## config.mk

```make
export PLATFORM = sky130hd
export DESIGN_NAME = op_nop_timed_flat
export DESIGN_NICKNAME = d
export VERILOG_FILES = /design/src/rtl/op_nop_timed_if.sv /design/src/rtl/op_nop_timed.sv /design/src/flat_wrapper.sv
export SDC_FILE = /design/constraint.sdc
export NUM_CORES = 1
export LEC_CHECK = 0
export CORE_MARGIN = 3
export CORE_UTILIZATION = 48
export DETAILED_ROUTE_END_ITERATION = 16
export PLACE_DENSITY_LB_ADDON = 0.1
export SLEW_MARGIN = 0
export SYNTH_ARGS = -nofsm -noshare
export SYNTH_HDL_FRONTEND = slang
export SYNTH_SLANG_ARGS = --single-unit
```

## constraint.sdc

```tcl
create_clock -name clk -period 1.6 [get_ports clk]
set_input_delay 0.48 -clock clk [delete_from_list [all_inputs] [get_ports clk]]
set_output_delay 0.48 -clock clk [all_outputs]
set_load 0.05 [all_outputs]
```

## src/rtl/op_nop_timed_if.sv

```systemverilog
// Request/response bundle between the SPU sequencer and the timed NOP op unit.
// OP_NOP_TIMED_ABORT_EN adds the abort request and the aborted completion pulse.
interface op_nop_timed_if #(
   parameter int WIDTH = 4,
   parameter int CNT_W = 4
);
   logic             start;
   logic             ready;
   logic [CNT_W-1:0] cycles;
   logic [1:0]       mode;
   logic [WIDTH-1:0] a;
   logic [WIDTH-1:0] b;
   logic [WIDTH-1:0] m;
   logic [WIDTH-1:0] n;
   logic             busy;
   logic             done;
`ifdef OP_NOP_TIMED_ABORT_EN
   logic             abort;
   logic             aborted;

   modport master (output start, cycles, mode, a, b, abort,
                   input  ready, m, n, busy, done, aborted);
   modport slave  (input  start, cycles, mode, a, b, abort,
                   output ready, m, n, busy, done, aborted);
`else
   modport master (output start, cycles, mode, a, b,
                   input  ready, m, n, busy, done);
   modport slave  (input  start, cycles, mode, a, b,
                   output ready, m, n, busy, done);
`endif
endinterface

```

## src/rtl/op_nop_timed.sv

```systemverilog
// Timed NOP op: stalls K+1 cycles, then commits HOLD/CLEAR/SWAP/LOAD onto the M/N registers.
// Optional OP_NOP_TIMED_ABORT_EN: abort in WAIT returns to IDLE without committing.
module op_nop_timed #(
   parameter int WIDTH = 4,
   parameter int CNT_W = 4
) (
   input  logic          clk,
   input  logic          rst_n,
   op_nop_timed_if.slave bus
);
   typedef enum logic {IDLE, WAIT} state_t;
   typedef enum logic [1:0] {MD_HOLD, MD_CLEAR, MD_SWAP, MD_LOAD} mode_t;

   typedef struct packed {
      mode_t            mode;
      logic [WIDTH-1:0] a;
      logic [WIDTH-1:0] b;
   } req_t;

   state_t           state, state_nxt;
   logic [CNT_W-1:0] cnt, cnt_nxt;
   req_t             req, req_nxt;
   logic [WIDTH-1:0] m_q, n_q, m_nxt, n_nxt;
   logic             busy_q, busy_nxt;
   logic             done_q, done_nxt;
   logic             abort_hit;
`ifdef OP_NOP_TIMED_ABORT_EN
   logic             aborted_q, aborted_nxt;

   assign abort_hit   = bus.abort;
   assign bus.aborted = aborted_q;
`else
   assign abort_hit   = 1'b0;
`endif

   assign bus.ready = (state == IDLE);
   assign bus.m     = m_q;
   assign bus.n     = n_q;
   assign bus.busy  = busy_q;
   assign bus.done  = done_q;

   always_ff @(posedge clk or negedge rst_n) begin
      if (!rst_n) begin
         state     <= IDLE;
         cnt       <= '0;
         req       <= '0;
         m_q       <= '0;
         n_q       <= '0;
         busy_q    <= 1'b0;
         done_q    <= 1'b0;
`ifdef OP_NOP_TIMED_ABORT_EN
         aborted_q <= 1'b0;
`endif
      end else begin
         state     <= state_nxt;
         cnt       <= cnt_nxt;
         req       <= req_nxt;
         m_q       <= m_nxt;
         n_q       <= n_nxt;
         busy_q    <= busy_nxt;
         done_q    <= done_nxt;
`ifdef OP_NOP_TIMED_ABORT_EN
         aborted_q <= aborted_nxt;
`endif
      end
   end

   always_comb begin
      state_nxt   = state;
      cnt_nxt     = cnt;
      req_nxt     = req;
      m_nxt       = m_q;
      n_nxt       = n_q;
      busy_nxt    = busy_q;
      done_nxt    = 1'b0;
`ifdef OP_NOP_TIMED_ABORT_EN
      aborted_nxt = 1'b0;
`endif
      case (state)
         IDLE: begin
            if (bus.start) begin
               state_nxt = WAIT;
               cnt_nxt   = bus.cycles;
               req_nxt   = '{mode: mode_t'(bus.mode), a: bus.a, b: bus.b};
               busy_nxt  = 1'b1;
            end
         end
         WAIT: begin
            // abort outranks a coinciding commit: the mode is never applied
            if (abort_hit) begin
               state_nxt   = IDLE;
               busy_nxt    = 1'b0;
`ifdef OP_NOP_TIMED_ABORT_EN
               aborted_nxt = 1'b1;
`endif
            end else if (cnt != '0) begin
               cnt_nxt = cnt - CNT_W'(1);
            end else begin
               state_nxt = IDLE;
               busy_nxt  = 1'b0;
               done_nxt  = 1'b1;
               case (req.mode)
                  MD_CLEAR: begin
                     m_nxt = '0;
                     n_nxt = '0;
                  end
                  MD_SWAP: begin
                     m_nxt = n_q;
                     n_nxt = m_q;
                  end
                  MD_LOAD: begin
                     m_nxt = req.a;
                     n_nxt = req.b;
                  end
                  default: ;
               endcase
            end
         end
         default: state_nxt = IDLE;
      endcase
   end
endmodule
```

## src/flat_wrapper.sv

```systemverilog
// flat-port wrapper written by rule: the top's interface ports become plain ports
module op_nop_timed_flat 
#(
   parameter int WIDTH = 4,
   parameter int CNT_W = 4
)
  (clk, rst_n, bus_start, bus_cycles, bus_mode, bus_a, bus_b, bus_ready, bus_m, bus_n, bus_busy, bus_done);
  op_nop_timed_if #(.WIDTH(WIDTH), .CNT_W(CNT_W)) bus_i ();
  input  logic clk;
  input  logic rst_n;
  input wire logic [$bits(bus_i.start)-1:0] bus_start;
  input wire logic [$bits(bus_i.cycles)-1:0] bus_cycles;
  input wire logic [$bits(bus_i.mode)-1:0] bus_mode;
  input wire logic [$bits(bus_i.a)-1:0] bus_a;
  input wire logic [$bits(bus_i.b)-1:0] bus_b;
  output wire logic [$bits(bus_i.ready)-1:0] bus_ready;
  output wire logic [$bits(bus_i.m)-1:0] bus_m;
  output wire logic [$bits(bus_i.n)-1:0] bus_n;
  output wire logic [$bits(bus_i.busy)-1:0] bus_busy;
  output wire logic [$bits(bus_i.done)-1:0] bus_done;
  assign bus_i.start = bus_start;
  assign bus_i.cycles = bus_cycles;
  assign bus_i.mode = bus_mode;
  assign bus_i.a = bus_a;
  assign bus_i.b = bus_b;
  assign bus_ready = bus_i.ready;
  assign bus_m = bus_i.m;
  assign bus_n = bus_i.n;
  assign bus_busy = bus_i.busy;
  assign bus_done = bus_i.done;
  op_nop_timed #(.WIDTH(WIDTH), .CNT_W(CNT_W)) u_core (.clk(clk), .rst_n(rst_n), .bus(bus_i));
endmodule
```

# Word level (Yosys, flattened, before mapping)
# Index checks and enable logic that the tools add are counted.
[classes] bitwise_logic=2 n_addsub=1 muxes=13 n_eq_ne=6 reduce_logical=6
[op_table] op="$pmux W4 S3" count=2
[op_table] op="$mux W4" count=2
[op_table] op="$pmux W4 S2" count=1
[op_table] op="$mux W1" count=6
[op_table] op="$ne A2 B2 Y1 const B" count=3
[op_table] op="$reduce_and A2 Y1" count=3
[op_table] op="$eq A2 B2 Y1 const B" count=2
[op_table] op="$pmux W1 S2" count=2
[op_table] op="$reduce_bool A4 Y1" count=1
[op_table] op="$sub A4 B1 Y4 const B" count=1
[op_table] op="$reduce_and A3 Y1" count=1
[op_table] op="$reduce_bool A3 Y1" count=1
[op_table] op="$eq A2 B1 Y1 const B" count=1
[op_table] op="$not A1 Y1" count=2
[word_totals] output_inout_bits=11 register_bits=25 inputBits=17 elab_cells=37

# Longest topological paths before layout
# Gate-level depths: netlist of run 1.
[depth] depth_word=3 depth_mapped=6 ltp_nobuf=6

# Worst setup path after synthesis of run 1
# Ideal clock, no wire load.
[synth_timing] path_type="register to output" start="register u_core.state" end="output bus_ready" stages_incl_launch_ff=3 path_slack_ps=293 arrival_ps=827 required_time_ps=1120 path_buffers=1 cell_sequence="dfrtp_1 -> buf_6 -> inv_1"
[synth_between] elab_chain_len=1
[synth_rtl] element="start, declared" line="op_nop_timed.sv:20" rtl="state_t state, state_nxt;"
[synth_rtl] element="start signal, assigned" line="op_nop_timed.sv:55" rtl="state <= state_nxt;"
[synth_rtl] element="$not A1 Y1 (no source line)"
[synth_rtl] element="end, declared" line="flat_wrapper.sv:16" rtl="output wire logic [$bits(bus_i.ready)-1:0] bus_ready;"
# Every way passes these cells.

# Worst setup path in the final report of run 1
# Ends and elaborated chain as after synthesis.

==> metrics.cfg, run 1 <==
[run_status]
status=complete, no violations

[die]
die-area_um2=3090
io_pins=28
fp-row-count=17
initial_core_util_pct=51.8
die_w_um=55.6
coreArea_um2=2280
die_y_um=55.6

[cts]
cts_max_level=1
clock_latency_ps=310
cts_buffer_depth=2
cts_tree=yes
clkSinkCount=25
clkTransAtPathRegs_ps=130
cts-root-buf=clkbuf_4
cts_buffers=3
cts_hold_buf=0

[logic_synthesis]
synth.area.top_cells=dfrtp_1, mux2_4, mux2i_1
ys_ff_latch=25
yosys.area.top_type_share_pct=53.1
ys_seq_area_share_pct=53.1
synth_common_cells=dfrtp_1, mux2_4, mux2i_1, o2bb2ai_1
netlist_area_um2=1180
synthCells=83
yosysWarnings=0
synth_area_per_cell_um2=14.2
synth_cell_types=26
async_flop_share_pct=100
synth_top_area_cell=dfrtp_1
synth_ff_type=dfrtp_1
synth_edf_count=0
synth_nets=101
synth.most_common_cell=dfrtp_1

[finish]
nets=135
postLayoutCoreUtil_pct=71.9
syn_to_final_growth_pct=38.7
diodes=0
drive_gt1_share_pct=33.6

[power_and_ir_drop]
p_leak_uw=0.000715
clkPwrFrac_pct=9.0
p_comb_share_pct=51.6
pwr-share-seq_pct=39.4
pwr_density_cell_nw_per_um2=1840
p_int_uw=1870
switching_power_uw=1140
vdd_drop_max_uv=1460
sw_frac_of_total_pct=37.9

[detailed_routing]
dr.pass1.iters=3
ant_nets=0
via_per_inst=5.38
drt_wl_total_um=2260
drtIter0Drc=9
drc=0
wl_per_cell_um=15.7
dr_total_vias=774

[timing]
fin_skew_ps=6.31
fmax_mhz=662
finalCritPeriodShare_pct=94.4
tightest_slew_ps=522
rsz0062_at_grt=no
finalHoldViolCount=0
drv_slew=0
maxSlewHeadroom_pct=65.2
setup_tns_ps=0
setup_viol=0
min_period_ps=1510

[setup_path]
criticalPathCategory=reg2out
required_ps=1120
crit_path_start_kind=flip-flop
worst_ep_arrival_time_ps=1030
worstSetupEndpointType=output port
path_max_fanout=3

[global_routing]
antenna_found_initial=0
grt_max_degree=26
gr-total-overflow=0
grt_pass1_vias=882
grt.total_usage_pct=17.2
grt_pass1_wl_um=4200

[placed_design]
port_buffers=27
place_congestion=0.794
dp_hpwl_um=1680

[flow_run]
cap_violations=0

[min_path]
min-delay-path-class=in2async

-- state kept, by name, indices dropped and copies added, names as in the netlist --
| signal | flops |
|---|---|
| u_core.bus.m | 4 |
| u_core.bus.done | 1 |
| u_core.req | 10 |
| u_core.cnt | 4 |
| u_core.bus.busy | 1 |
| u_core.bus.n | 4 |
| u_core.state | 1 |
-- power by group through the flow --
stage               combinational [µW]  clock, µW  sequential [µW]
global route                      1650        320             1230
detailed placement                1510          0             1230
finish                            1560        271             1190
CTS                               1570        286             1190
floorplan                          882          0             1290
global placement                  1460          0             1220
-- cell type report --
type	count	area, µm²
Clock buffer	4	26.3
Multi-Input combinational cell	51	500
Sequential cell	25	627
Tap cell	28	35.0
Timing Repair Buffer	32	430
Fill cell	149	641
Inverter	4	16.3
-- cells in the final DEF (no fill, tap or decap), types with 4 or more instances in the layout --
cell / n
nor2_1: 4
buf_12: 12
dfrtp_1: 24
buf_4: 4
mux2_2: 4
mux2i_1: 8
o2bb2ai_1: 8
mux2_4: 9
clkdlybuf4s50_1: 16
-- routing by layer --
metal  global-route usage, %  part of all wire [%]  vias up
li1                        -                     -      371
met1                    22.2                    44      384
met2                    28.2                    52       17
met3                    5.84                   4.4        2
met4                    3.13                  0.40        0
met5                       0                     0        -
-- worst paths after layout --
path,start,end,slack [ps],depth (start not counted)
setup / recovery,u_core.state$_DFF_PN0_,bus_ready,90,2
hold / removal,rst_n,u_core.req[0]$_DFFE_PN0P_,510,2
setup reg to reg,u_core.cnt[0]$_DFFE_PN0P_,u_core.bus.m[3]$_DFFE_PN0P_,110,6
hold reg to reg,u_core.req[5]$_DFFE_PN0P_,u_core.req[5]$_DFFE_PN0P_,520,1
max in group asynchronous,rst_n,u_core.state$_DFF_PN0_,840,2
min in group clk,u_core.req[5]$_DFFE_PN0P_,u_core.req[5]$_DFFE_PN0P_,520,1
-- critical path: stages (launching register included) --
cell	delay (ps)
dfrtp_2	430
inv_1	140
buf_12	150
-- timing repair --
action,CTS,global route
hold endpoints to repair,0,0
setup buffers,1,0
resized for setup,1,0
endpoints found under the setup margin,1,0
-- metrics by stage --
step | cell area [µm²] | power [µW] | hold WS, ps | setup WS (ps) | cells
after floorplan | 1180 | 2170 | 184 | 293 | 83
after global placement | 1600 | 2680 | 498 | -142 | 139
after detailed placement | 1600 | 2740 | 497 | -223 | 139
after CTS | 1640 | 3050 | 504 | 79.1 | 144
after global routing | 1640 | 3190 | 515 | 3.54 | 144
final | 1640 | 3010 | 509 | 89.4 | 144
-- kinds of logic after synthesis --
group	Yosys count	synth area share, %
mux	21	22.1
buf+inv	7	4.46
xor+xnor	1	0.743
flops	25	53.1
compound gates	16	10.6
simple gates	12	7.96
fa+ha+maj	1	1.06
Note: power is estimated with default switching activity, not from simulation.
==> run 2, diff against run 1 <==
PLACE_DENSITY = 0.82   (was default)
PLACE_DENSITY_LB_ADDON = default   (was 0.1)
==> metrics.cfg, run 2 (same netlist as run 1, synthesis figures left out) <==
[run_status]
status=complete, no violations

[setup_path]
reg2reg_depth=6
crit_buf_inv=2
worst_ep_arrival_time_ps=1040
path_cells=inv_1, buf_12
worstSetupEndpointType=output port
rrSetupSlack_ps=110
path_max_fanout=3
critPathTopFamily=flip-flops
crit_cells=2
slowest_delay_ps=430
critPathSlowestCell=dfrtp_2
criticalPathCategory=reg2out
crit_path_start_kind=flip-flop
worstReg2RegStart=u_core.cnt[0]$_DFFE_PN0P_
r2r-end=u_core.bus.n[1]$_DFFE_PN0P_
required_ps=1120

[die]
fp-row-count=17
die-area_um2=3090
die_y_um=55.6
io_pins=28
coreArea_um2=2280
die_w_um=55.6
initial_core_util_pct=51.8

[cts]
cts_buffers=3
clkSinkCount=25
clkTransAtPathRegs_ps=140
cts_buffer_depth=2
cts_max_level=1
cts_tree=yes
cts-root-buf=clkbuf_4
clock_latency_ps=320

[timing]
drv_slew=0
setup_slack_ps=77.7
min_period_ps=1520
fmax_mhz=657
hold_ws_ps=491
setup_viol=0
tightest_slew_ps=541
maxSlewHeadroom_pct=63.9
rsz0062_at_grt=no
finalCritPeriodShare_pct=95.1
finalHoldViolCount=0
fin_skew_ps=13.7

[finish]
nets=135
syn_to_final_growth_pct=38.9
diodes=0
regMostFlops=u_core.req
largest_register_ffs=10
fin_area_um2=1640
postLayoutCoreUtil_pct=71.9
layout_commonest_cell=dfrtp_1
layout_common_cells=dfrtp_1, clkdlybuf4s50_1, buf_12
drive_gt1_share_pct=34.5

[global_routing]
grt_pass1_wl_um=4240
antenna_found_initial=0
grt_pass1_vias=883
gr-total-overflow=0
grt_max_degree=26
grt.total_usage_pct=17.7

[min_path]
min-delay-path-class=in2async

[placed_design]
place_congestion=0.796
port_buffers=27
pre_cts_ws_ps=-158
dp_hpwl_um=1760
place_area_um2=1600

[detailed_routing]
ant_nets=0
dr.pass1.iters=4
drt_wl_total_um=2480
via_per_inst=5.48
wl_per_cell_um=17.2
dr_total_vias=789
drc=0
drtIter0Drc=14

[power_and_ir_drop]
pwr_density_cell_nw_per_um2=1870
vdd_drop_max_uv=1200
p_leak_uw=0.000713

[flow_run]
cap_violations=0

==> run 2: changes by cell type in the layout (fill, tap and decap cells not counted) <==
| cell | before | now |
|---|---|---|
| dfrtp_1 | 24 | 23 |
| dfrtp_2 | 1 | 2 |
==> run 2: power by group <==
part | internal, µW | switching (µW) | total (µW) | leakage (µW)
registers | 901 | 303 | 1200 | 0.000308
logic | 884 | 695 | 1580 | 0.000390
clock network | 97.5 | 184 | 281 | 0.0000150
==> run 2: final cells by class <==
type                            count  area [µm²]
Clock buffer                        4        26.3
Fill cell                         150         639
Inverter                            4        16.3
Multi-Input combinational cell     51         500
Sequential cell                    25         628
Tap cell                           28        35.0
Timing Repair Buffer               32         430
==> run 2: what timing repair did <==
action                                  in CTS  in global routing
endpoints found under the setup margin       1                  1
buffers inserted                             1                  0
hold buffers                                 0                  0
gates resized for setup                      1                  1
==> run 2: metal layers <==
layer	vias to the layer above	track usage [%]	part of all wire (%)
li1	369	-	-
met1	401	21.1	42
met2	17	31.1	53
met3	2	5.84	4.3
met4	0	3.13	0.40
met5	-	0	0
==> run 2: metrics by stage <==
stage | TNS, ps | std cells | power, µW
4_1_cts | 0 | 144 | 3070
5_1_grt | 0 | 144 | 3240
3_3_place_gp | -1550 | 139 | 2700
6_report | 0 | 144 | 3060
3_5_place_dp | -1830 | 139 | 2760
2_1_floorplan | 0 | 83 | 2170
==> run 2: worst max-delay path by stage <==
| stage | from | endpoint |
|---|---|---|
| 2_1_floorplan | u_core.state$_DFF_PN0_ | bus_ready |
| 3_3_place_gp | bus_start | u_core.req[3]$_DFFE_PN0P_ |
| 3_5_place_dp | bus_start | u_core.cnt[1]$_DFFE_PN0P_ |
| 4_1_cts | u_core.state$_DFF_PN0_ | bus_ready |
| 5_1_grt | u_core.cnt[0]$_DFFE_PN0P_ | u_core.bus.m[1]$_DFFE_PN0P_ |
| 6_report | u_core.state$_DFF_PN0_ | bus_ready |
==> run 2: worst reg2reg max path, cell delays in order (launching register included) <==
cell and delay [ps]:
dfrtp_2 450, inv_1 70, ha_1 230, nand4bb_4 160, clkinv_2 140, o21ai_2 140, o2bb2ai_1 180
